[config.mk]
export PLATFORM = sky130hd
export DESIGN_NAME = seq_packet_builder_flat
export DESIGN_NICKNAME = d
export VERILOG_FILES = /design/src/rtl/seq_packet_builder_if.sv /design/src/rtl/seq_packet_builder.sv /design/src/flat_wrapper.sv
export SDC_FILE = /design/constraint.sdc
export NUM_CORES = 2
export LEC_CHECK = 0
export ABC_AREA = 1
export BUFFER_PORTS_ARGS = -buffer_cell sky130_fd_sc_hd__buf_4
export CAP_MARGIN = 40
export CELL_PAD_IN_SITES_DETAIL_PLACEMENT = 1
export CELL_PAD_IN_SITES_GLOBAL_PLACEMENT = 2
export CORE_ASPECT_RATIO = 0.8
export CORE_MARGIN = 2
export CORE_UTILIZATION = 36
export CTS_CLUSTER_DIAMETER = 100
export DETAILED_ROUTE_END_ITERATION = 7
export PLACE_DENSITY = 0.91
export SLEW_MARGIN = 25
export SYNTH_ARGS = -nofsm -noshare
export SYNTH_HDL_FRONTEND = slang
export SYNTH_SLANG_ARGS = --single-unit
[constraint.sdc]
create_clock -name clk -period 3.3 [get_ports clk]
set_clock_uncertainty 0.05 [all_clocks]
set_input_delay 0.495 -clock clk [delete_from_list [all_inputs] [get_ports clk]]
set_output_delay 0.495 -clock clk [all_outputs]
set_load 0.1 [all_outputs]
[src/rtl/seq_packet_builder_if.sv]
// Payload-in / word-out bundle for seq_packet_builder.
// PKT_SEQ_SKIP_EN adds the seqSkip request field.
interface seq_packet_builder_if #(
    parameter int MAX_BYTES = 37
);
    logic [0:8*MAX_BYTES-1] payloadIn;
    logic [5:0]             payloadLen;
    logic [15:0]            streamId;
    logic                   payloadIn_val;
    logic                   payloadIn_ready;
    logic [31:0]            dataOut;
    logic                   dataOut_val;
    logic                   dataOut_ready;
    logic                   dataOut_last;
    logic                   dropErr;
`ifdef PKT_SEQ_SKIP_EN
    logic                   seqSkip;

    modport master (
        output payloadIn, payloadLen, streamId, payloadIn_val, seqSkip, dataOut_ready,
        input  payloadIn_ready, dataOut, dataOut_val, dataOut_last, dropErr
    );
    modport slave (
        input  payloadIn, payloadLen, streamId, payloadIn_val, seqSkip, dataOut_ready,
        output payloadIn_ready, dataOut, dataOut_val, dataOut_last, dropErr
    );
`else
    modport master (
        output payloadIn, payloadLen, streamId, payloadIn_val, dataOut_ready,
        input  payloadIn_ready, dataOut, dataOut_val, dataOut_last, dropErr
    );
    modport slave (
        input  payloadIn, payloadLen, streamId, payloadIn_val, dataOut_ready,
        output payloadIn_ready, dataOut, dataOut_val, dataOut_last, dropErr
    );
`endif
endinterface

[src/rtl/seq_packet_builder.sv]
// Builds a sequenced packet (2 header words + payload words) from one payload request.
// Optional PKT_SEQ_SKIP_EN: seqSkip input advances the stream counter by 2 instead of 1.
module seq_packet_builder #(
    parameter int MAX_BYTES   = 37,
    parameter int NUM_STREAMS = 32
) (
    input  logic                  clk,
    input  logic                  reset_b,
    seq_packet_builder_if.slave   bus
);
    localparam int MAX_WORDS = (MAX_BYTES + 3) / 4;
    localparam int PAD_BITS  = 32 * MAX_WORDS;
    localparam int IDX_W     = $clog2(NUM_STREAMS);
    localparam int WI_W      = $clog2(MAX_WORDS + 1);

    typedef enum logic [1:0] {IDLE, HDR0, HDR1, DATA} state_t;

    state_t              state, state_nxt;
    logic [31:0]         seqs [NUM_STREAMS];
    logic [0:PAD_BITS-1] cap_payload, masked;
    logic [5:0]          cap_len;
    logic [31:0]         cap_seq, seq_new;
    logic [WI_W-1:0]     word_idx, word_idx_nxt, nwords;
    logic [31:0]         out_q, out_nxt, cur_word;
    logic                val_q, val_nxt, last_q, last_nxt, drop_q, ready_q;
    logic                accept, drop, fire, legal;
    logic [15:0]         tot_len;
    logic [IDX_W-1:0]    idx;

    assign idx     = bus.streamId[IDX_W-1:0];
    assign legal   = (bus.payloadLen != 6'd0) && (bus.payloadLen <= 6'(MAX_BYTES));
    assign tot_len = 16'(bus.payloadLen) + 16'd8;
    assign fire    = val_q & bus.dataOut_ready;
    assign nwords  = WI_W'((cap_len + 6'd3) >> 2);
    assign cur_word = cap_payload[{word_idx, 5'd0} +: 32];

`ifdef PKT_SEQ_SKIP_EN
    assign seq_new = seqs[idx] + (bus.seqSkip ? 32'd2 : 32'd1);
`else
    assign seq_new = seqs[idx] + 32'd1;
`endif

    // Bytes past payloadLen are zeroed at capture so data words need no masking.
    always_comb begin
        masked = '0;
        for (int k = 0; k < MAX_BYTES; k++)
            if (k < int'(bus.payloadLen)) masked[8*k +: 8] = bus.payloadIn[8*k +: 8];
    end

    always_comb begin
        state_nxt    = state;
        out_nxt      = out_q;
        val_nxt      = val_q;
        last_nxt     = last_q;
        word_idx_nxt = word_idx;
        accept       = 1'b0;
        drop         = 1'b0;
        case (state)
            IDLE: if (bus.payloadIn_val && ready_q) begin
                if (legal) begin
                    accept       = 1'b1;
                    state_nxt    = HDR0;
                    out_nxt      = {tot_len[7:0], tot_len[15:8], bus.streamId[7:0], bus.streamId[15:8]};
                    val_nxt      = 1'b1;
                    last_nxt     = 1'b0;
                    word_idx_nxt = '0;
                end else begin
                    drop = 1'b1;
                end
            end
            HDR0: if (fire) begin
                state_nxt = HDR1;
                out_nxt   = {cap_seq[7:0], cap_seq[15:8], cap_seq[23:16], cap_seq[31:24]};
            end
            HDR1, DATA: if (fire) begin
                if (last_q) begin
                    state_nxt = IDLE;
                    out_nxt   = '0;
                    val_nxt   = 1'b0;
                    last_nxt  = 1'b0;
                end else begin
                    state_nxt    = DATA;
                    out_nxt      = cur_word;
                    last_nxt     = (word_idx == nwords - 1'b1);
                    word_idx_nxt = word_idx + 1'b1;
                end
            end
            default: state_nxt = IDLE;
        endcase
    end

    always_ff @(posedge clk or negedge reset_b) begin
        if (!reset_b) begin
            state       <= IDLE;
            for (int i = 0; i < NUM_STREAMS; i++) seqs[i] <= '0;
            cap_payload <= '0;
            cap_len     <= '0;
            cap_seq     <= '0;
            word_idx    <= '0;
            out_q       <= '0;
            val_q       <= 1'b0;
            last_q      <= 1'b0;
            drop_q      <= 1'b0;
            ready_q     <= 1'b0;
        end else begin
            state    <= state_nxt;
            word_idx <= word_idx_nxt;
            out_q    <= out_nxt;
            val_q    <= val_nxt;
            last_q   <= last_nxt;
            drop_q   <= drop;
            ready_q  <= (state_nxt == IDLE);
            if (accept) begin
                cap_payload <= masked;
                cap_len     <= bus.payloadLen;
                cap_seq     <= seq_new;
                seqs[idx]   <= seq_new;
            end
        end
    end

    assign bus.payloadIn_ready = ready_q;
    assign bus.dataOut         = out_q;
    assign bus.dataOut_val     = val_q;
    assign bus.dataOut_last    = last_q;
    assign bus.dropErr         = drop_q;
endmodule

[src/flat_wrapper.sv]
// flat-port wrapper written by rule: the top's interface ports become plain ports
module seq_packet_builder_flat 
#(
    parameter int MAX_BYTES   = 37,
    parameter int NUM_STREAMS = 32
)
  (clk, reset_b, bus_payloadIn, bus_payloadLen, bus_streamId, bus_payloadIn_val, bus_dataOut_ready, bus_payloadIn_ready, bus_dataOut, bus_dataOut_val, bus_dataOut_last, bus_dropErr);
  seq_packet_builder_if #(.MAX_BYTES(MAX_BYTES)) bus_i ();
  input  logic clk;
  input  logic reset_b;
  input wire logic [$bits(bus_i.payloadIn)-1:0] bus_payloadIn;
  input wire logic [$bits(bus_i.payloadLen)-1:0] bus_payloadLen;
  input wire logic [$bits(bus_i.streamId)-1:0] bus_streamId;
  input wire logic [$bits(bus_i.payloadIn_val)-1:0] bus_payloadIn_val;
  input wire logic [$bits(bus_i.dataOut_ready)-1:0] bus_dataOut_ready;
  output wire logic [$bits(bus_i.payloadIn_ready)-1:0] bus_payloadIn_ready;
  output wire logic [$bits(bus_i.dataOut)-1:0] bus_dataOut;
  output wire logic [$bits(bus_i.dataOut_val)-1:0] bus_dataOut_val;
  output wire logic [$bits(bus_i.dataOut_last)-1:0] bus_dataOut_last;
  output wire logic [$bits(bus_i.dropErr)-1:0] bus_dropErr;
  assign bus_i.payloadIn = bus_payloadIn;
  assign bus_i.payloadLen = bus_payloadLen;
  assign bus_i.streamId = bus_streamId;
  assign bus_i.payloadIn_val = bus_payloadIn_val;
  assign bus_i.dataOut_ready = bus_dataOut_ready;
  assign bus_payloadIn_ready = bus_i.payloadIn_ready;
  assign bus_dataOut = bus_i.dataOut;
  assign bus_dataOut_val = bus_i.dataOut_val;
  assign bus_dataOut_last = bus_i.dataOut_last;
  assign bus_dropErr = bus_i.dropErr;
  seq_packet_builder #(.MAX_BYTES(MAX_BYTES), .NUM_STREAMS(NUM_STREAMS)) u_core (.clk(clk), .reset_b(reset_b), .bus(bus_i));
endmodule
; Word-level counts from Yosys, hierarchy flattened
; Cells that the tools add are included.
[word_totals]
ff_bits = 1400
input_bits = 322
out_inout_bits = 36
wordCells = 189
[op_classes]
add_sub_neg = 5
order_cmp = 40
n_eq_ne = 10
shifts = 1
n_mux = 76
bitwise_logic = 3
n_reduce_logical = 12
[ops]
columns = cell, n
row1 = bitwise mux 1024 bit, 1
row2 = variable part select 320 x 10 -> 321 bit, 1
row3 = 2-to-1 mux 8 bit, 37
row4 = 2-to-1 mux 32 bit, 8
row5 = binary-select mux 32 bit (select 5 bit), 1
row6 = demux 32 bit (select 5 bit), 1
row7 = less-than comparator 5 x 6 -> 1 bit (first input constant), 16
row8 = one-hot mux 32 bit (3 select lines), 1
row9 = less-than comparator 4 x 6 -> 1 bit (first input constant), 8
row10 = adder 32 x 1 -> 32 bit (second input constant), 1
row11 = less-than comparator 6 bit (first input constant), 5
row12 = less-than comparator 3 x 6 -> 1 bit (first input constant), 4
row13 = 2-to-1 mux 4 bit, 4
row14 = 2-to-1 mux 1 bit, 14
row15 = less-than comparator 1 x 6 -> 1 bit (first input constant), 2
row16 = less-than comparator 2 x 6 -> 1 bit (first input constant), 2
row17 = 2-to-1 mux 2 bit, 5
row18 = inequality test 2 x 1 -> 1 bit (second input constant), 5
row19 = inverter 9 -> 10 bit, 1
row20 = AND reduction 5 bit, 2
row21 = one-hot mux 4 bit (2 select lines), 1
row22 = AND reduction 4 bit, 2
row23 = adder 6 x 4 -> 7 bit (second input constant), 1
row24 = adder 6 x 2 -> 6 bit (second input constant), 1
row25 = other kinds (18), 23

; Logic depth before layout (Yosys ltp)
[depth]
depth_word = 6
ltp_mapped = 24
depth_no_buf = 19

; Least setup slack after synthesis
; No wires, ideal clock.
[synth_timing]
path_type = input to register
from = input port bus_streamId[0]
to = register u_core.seqs[746] in the netlist's numbering
setup_time_ps = 136
t_arrival_ps = 2883
required_ps = 3114
slack_ps = 232
stages = 20
path_buffers = 5
cell_sequence = buf_2 inv_2 buf_2 buf_2 nand2_1 nand2_1 nand2_1 nand2_1 nand2_1 nand2_1 nor2_1 nand2_2 clkbuf_1 ha_1 nand3_2 nor2_2 nand2_1 xor2_1 clkbuf_1 o21ai_0
[synth_via]
elab_chain_cells = 6
elab_cells_between_ends = 11
cone_classes = add/sub (1) / order compare (2) / mux (6) / bitwise (1) / reduce/logical (1)
[synth_lines]
columns = item, line_no
row1 = from (decl), flat_wrapper.sv:13  ; input wire logic [$bits(bus_i.streamId)-1:0] bus_streamId;
row2 = inverter 5 -> 6 bit (not written as such) *, "seq_packet_builder.sv:40, seq_packet_builder.sv:117"
row3 = "binary-select mux 32 bit (select 5 bit), or another cell as far along", seq_packet_builder.sv:40  ; assign seq_new = seqs[idx] + 32'd1;
row4 = 2-to-1 mux 32 bit (not written as such) or logical AND 1 bit (tied branches), "seq_packet_builder.sv:40, seq_packet_builder.sv:117"
row5 = "2-to-1 mux 32 bit, on equally long branches", "seq_packet_builder.sv:40, seq_packet_builder.sv:117"
row6 = adder 32 x 1 -> 32 bit or demux 32 bit (select 5 bit) (tied branches), "seq_packet_builder.sv:40, seq_packet_builder.sv:117"
row7 = bitwise mux 1024 bit *, seq_packet_builder.sv:117  ; seqs[idx] <= seq_new;
row8 = "to (signal, indexed assignment)", seq_packet_builder.sv:117
row9 = to (decl), seq_packet_builder.sv:19  ; logic [31:0] seqs [NUM_STREAMS];
; Mark *: on every way between the ends. The rest lies on a longest branch, timed or not. The select of a mux whose other input is x is not followed.
; A chain may end at the register's enable or synchronous reset.

; Final worst setup path
[layout_timing]
from = register u_core.seqs[128] in the netlist's numbering
to = register u_core.seqs[774] in the netlist's numbering
[layout_via]
elab_chain_cells = 5
[layout_lines]
columns = item, line_no
row1 = binary-select mux 32 bit (select 5 bit), seq_packet_builder.sv:40
row2 = 2-to-1 mux 32 bit (not written as such) (2 in a row), seq_packet_builder.sv:40
row3 = adder 32 x 1 -> 32 bit, seq_packet_builder.sv:40
row4 = bitwise mux 1024 bit, seq_packet_builder.sv:117
; No other way between the ends. The select of a mux whose other input is x is not followed.

==> flow_metrics.env <==
export IMPL_worstPathMaxFanout=30
export IMPL_drv_slew=0
export IMPL_fin_tns_setup_ns=0
export IMPL_grt_pass1_vias=71850
export IMPL_worstSetupPathType="flop to flop"
export IMPL_tightest_slew_ns=0.8736
export IMPL_nFillCells=22860
export IMPL_yosys_area_top_type_share_pct=51.50
export IMPL_ys_seq_area_share_pct=51.50
export IMPL_cts_root_buffer="clkbuf_16"
export IMPL_max_vdd_ir_drop_v=0.0004467
export IMPL_startpoint_type="flop"
export IMPL_setup_violations_final=0
export IMPL_yosysWarningCount=0
export IMPL_insertion_delay_ns=0.83
export IMPL_yosys_area_share_simple_pct=33.92
export IMPL_viasPerCell=5.497
export IMPL_grt_util_met2_pct=47.55
export IMPL_drt_iter0_markers=7277
export IMPL_rsz0062_at_grt="no"
export IMPL_core_area_sq_mm=0.1874
export IMPL_clk_pin_slew_ns=0.06
export IMPL_cts_tree="built"
export IMPL_ys_ff_latch=1400
export IMPL_status="finished clean"
export IMPL_rows=142
export IMPL_initial_core_util_pct=36.29
export IMPL_htree_num_levels=4
export IMPL_postCtsSetupRepairBufs=0
export IMPL_design_area_sq_mm=0.08561
export IMPL_cts_resized=0
export IMPL_die_x_um=490
export IMPL_busiest_layer="met2"
export IMPL_power_total_uw=37490
export IMPL_dieArea_sq_mm=0.1925
export IMPL_yosys_area_top_type="dfrtp_1"
export IMPL_numCtsBuffers=156
export IMPL_report_final_hold_viol_count=0
export IMPL_syn_nets=9565
export IMPL_wl_per_cell_um=24.09
export IMPL_drc=0
export IMPL_hold_worst_slack_ns=0.1095
export IMPL_io_buffers=357
export IMPL_synth_compound_area_share_pct=8.476
export IMPL_final_common_cell="nand2_1"
export IMPL_synthAdderAreaFrac_pct=0.05518
export IMPL_ant_nets=0
export IMPL_worst_ep_arrival_time_ns=3.89
export IMPL_areaGrowthSynthToFinish_pct=25.85
export IMPL_cp_required_ns=3.90
export IMPL_gr_total_overflow=0
export IMPL_synth_cell_area_sq_mm=0.06803
export IMPL_global_route_usage_met3_pct=6.473
export IMPL_synthCells=9240
export IMPL_drive_above_1_share_pct=12.48
export IMPL_place_area_sq_mm=0.07705
export IMPL_grt_max_degree=139
export IMPL_min_period_ns=3.289
export IMPL_synth_cell_types=39
export IMPL_met1_usage_pct=42.92
export IMPL_finalCritPeriodShare_pct=99.66
export IMPL_fin_nets=10310
export IMPL_first_pass_iters=6
export IMPL_avgSynthCellArea_sq_um=7.362
export IMPL_max_slew_margin_pct=41.70
export IMPL_synth_top_family_by_area="simple AND/OR/NAND/NOR gates"
export IMPL_grt_usage_pct=31.27
export IMPL_routed_wl_um=305300
export IMPL_cts_buffer_depth=3
export IMPL_clock_sinks=1400
export IMPL_grt_pass1_wl_um=460000
export IMPL_synthTopCellsByArea="dfrtp_1, nand2_1, o21ai_0"
export IMPL_final_cell_mix="nand2_1, dfrtp_1, o21ai_0, buf_4, nand3_1"
export IMPL_worstSetupEndpointType="flop"
export IMPL_synth_xor_area_share_pct=0.2704
export IMPL_dp_cells=12020
export IMPL_dieHeight_um=392.8
export IMPL_antenna_found_initial=47
export IMPL_fmax_mhz=304.1
export IMPL_power_leakage_uw=0.04489
export IMPL_stdcell_count=12670
export IMPL_place_hpwl_um=199400
export IMPL_muxShareOfSynthArea_pct=0
export IMPL_hold_class="input port to flop"
export IMPL_p_per_area_mw_per_mm2=437.9
export IMPL_hold_buffers=313
export IMPL_ios=358
export IMPL_place_congestion=0.9303
export IMPL_vias=69650
export IMPL_timing_max_cap_violations=0
[cells in the mapped netlist (all sizes together)]
| library cell | number |
|---|---|
| nor2 | 150 |
| xnor2 | 4 |
| o211ai | 61 |
| inv | 315 |
| nand2 | 4972 |
| o22ai | 4 |
| o21ai | 857 |
| or2 | 5 |
| clkinv | 9 |
| buf | 263 |
| a32o | 9 |
| nand3 | 637 |
| a21oi | 104 |
| clkbuf | 339 |
| o21bai | 6 |
| a22oi | 42 |
| nor3 | 35 |
| nand4 | 9 |
| ha | 3 |
| dfrtp | 1400 |
| xor2 | 14 |
| o31ai | 2 |
[critical path, stage by stage (launching register included)]
cell and delay (ns):
dfrtp_1 0.38, nand2_1 0.08, nand2_1 0.06, nand2_1 0.05
nand2_1 0.05, nand2_1 0.13, nand2_1 0.08, nor2_1 0.59
nand2_2 0.21, ha_1 0.26, nand3_2 0.09, buf_4 0.15
nor2_2 0.06, buf_4 0.16, xnor2_2 0.28, buf_12 0.24
o21ai_0 0.14
[final cells by class]
| cell class | count | area (sq um) | area share, % |
|---|---|---|---|
| diodes | 46 | 115.1 | 0.1345 |
| clock buffers | 237 | 4589 | 5.361 |
| clock inverters | 39 | 584.3 | 0.6825 |
| inverters | 324 | 1244 | 1.453 |
| multi-input cells | 6914 | 29290 | 34.22 |
| flip-flops and latches | 1400 | 35040 | 40.93 |
| well taps | 2520 | 3153 | 3.683 |
| repair buffers | 1190 | 11590 | 13.54 |
[metrics by stage]
step / worst slack (ns) / utilization (%)
floorplan: 0.2315 / -
global placement: -0.4617 / 41.10
detailed placement: -0.5396 / 41.11
CTS: 0.1760 / 45.54
global route: 0.06094 / 45.66
finish: 0.01111 / 45.67
[state kept, by name, indices dropped and copies added, names as in the netlist]
name,flops
u_core.cap_payload,296
u_core.word_idx,4
u_core.state,2
u_core.cap_seq,32
u_core.cap_len,6
u_core.bus.dropErr,1
u_core.seqs,1024
u_core.bus.dataOut_val,1
u_core.bus.payloadIn_ready,1
u_core.bus.dataOut_last,1
u_core.bus.dataOut,32
[report_power, final]
group	internal [uW]	switching [uW]
logic	844	1360
clock network	10200	7900
registers	17200	0
[logic make-up after synthesis]
logic type | after synthesis
AOI/OAI and AO/OA | 1085
xor gates and xnor gates | 18
and+or+nand+nor | 5808
DFF | 1400
adders and majority gates | 3
buffers and inverters | 926
[final timing paths]
path	endpoint	depth (start not counted)	slack [ns]	from
worst max-delay path	u_core.seqs[774]$_DFFE_PN0P_	16	0.01	u_core.seqs[128]$_DFFE_PN0P_
worst min-delay path	u_core.cap_payload[254]$_DFFE_PN0P_	3	0.11	bus_payloadLen[5]
worst max register to register	u_core.seqs[774]$_DFFE_PN0P_	16	0.01	u_core.seqs[128]$_DFFE_PN0P_
min in group asynchronous	u_core.seqs[355]$_DFFE_PN0P_	2	0.18	reset_b
worst min register to register	u_core.cap_payload[25]$_DFFE_PN0P_	2	0.43	u_core.cap_payload[25]$_DFFE_PN0P_
max in group asynchronous	u_core.seqs[381]$_DFFE_PN0P_	4	1.74	reset_b
[routing by layer]
layer  routed length [um]  up-vias
met5                  138        -
met4                15180       20
met3                24670      847
met2               133400     3125
met1               131900    35110
li1                     -    30550
Note: power is estimated with default switching activity, not from simulation.
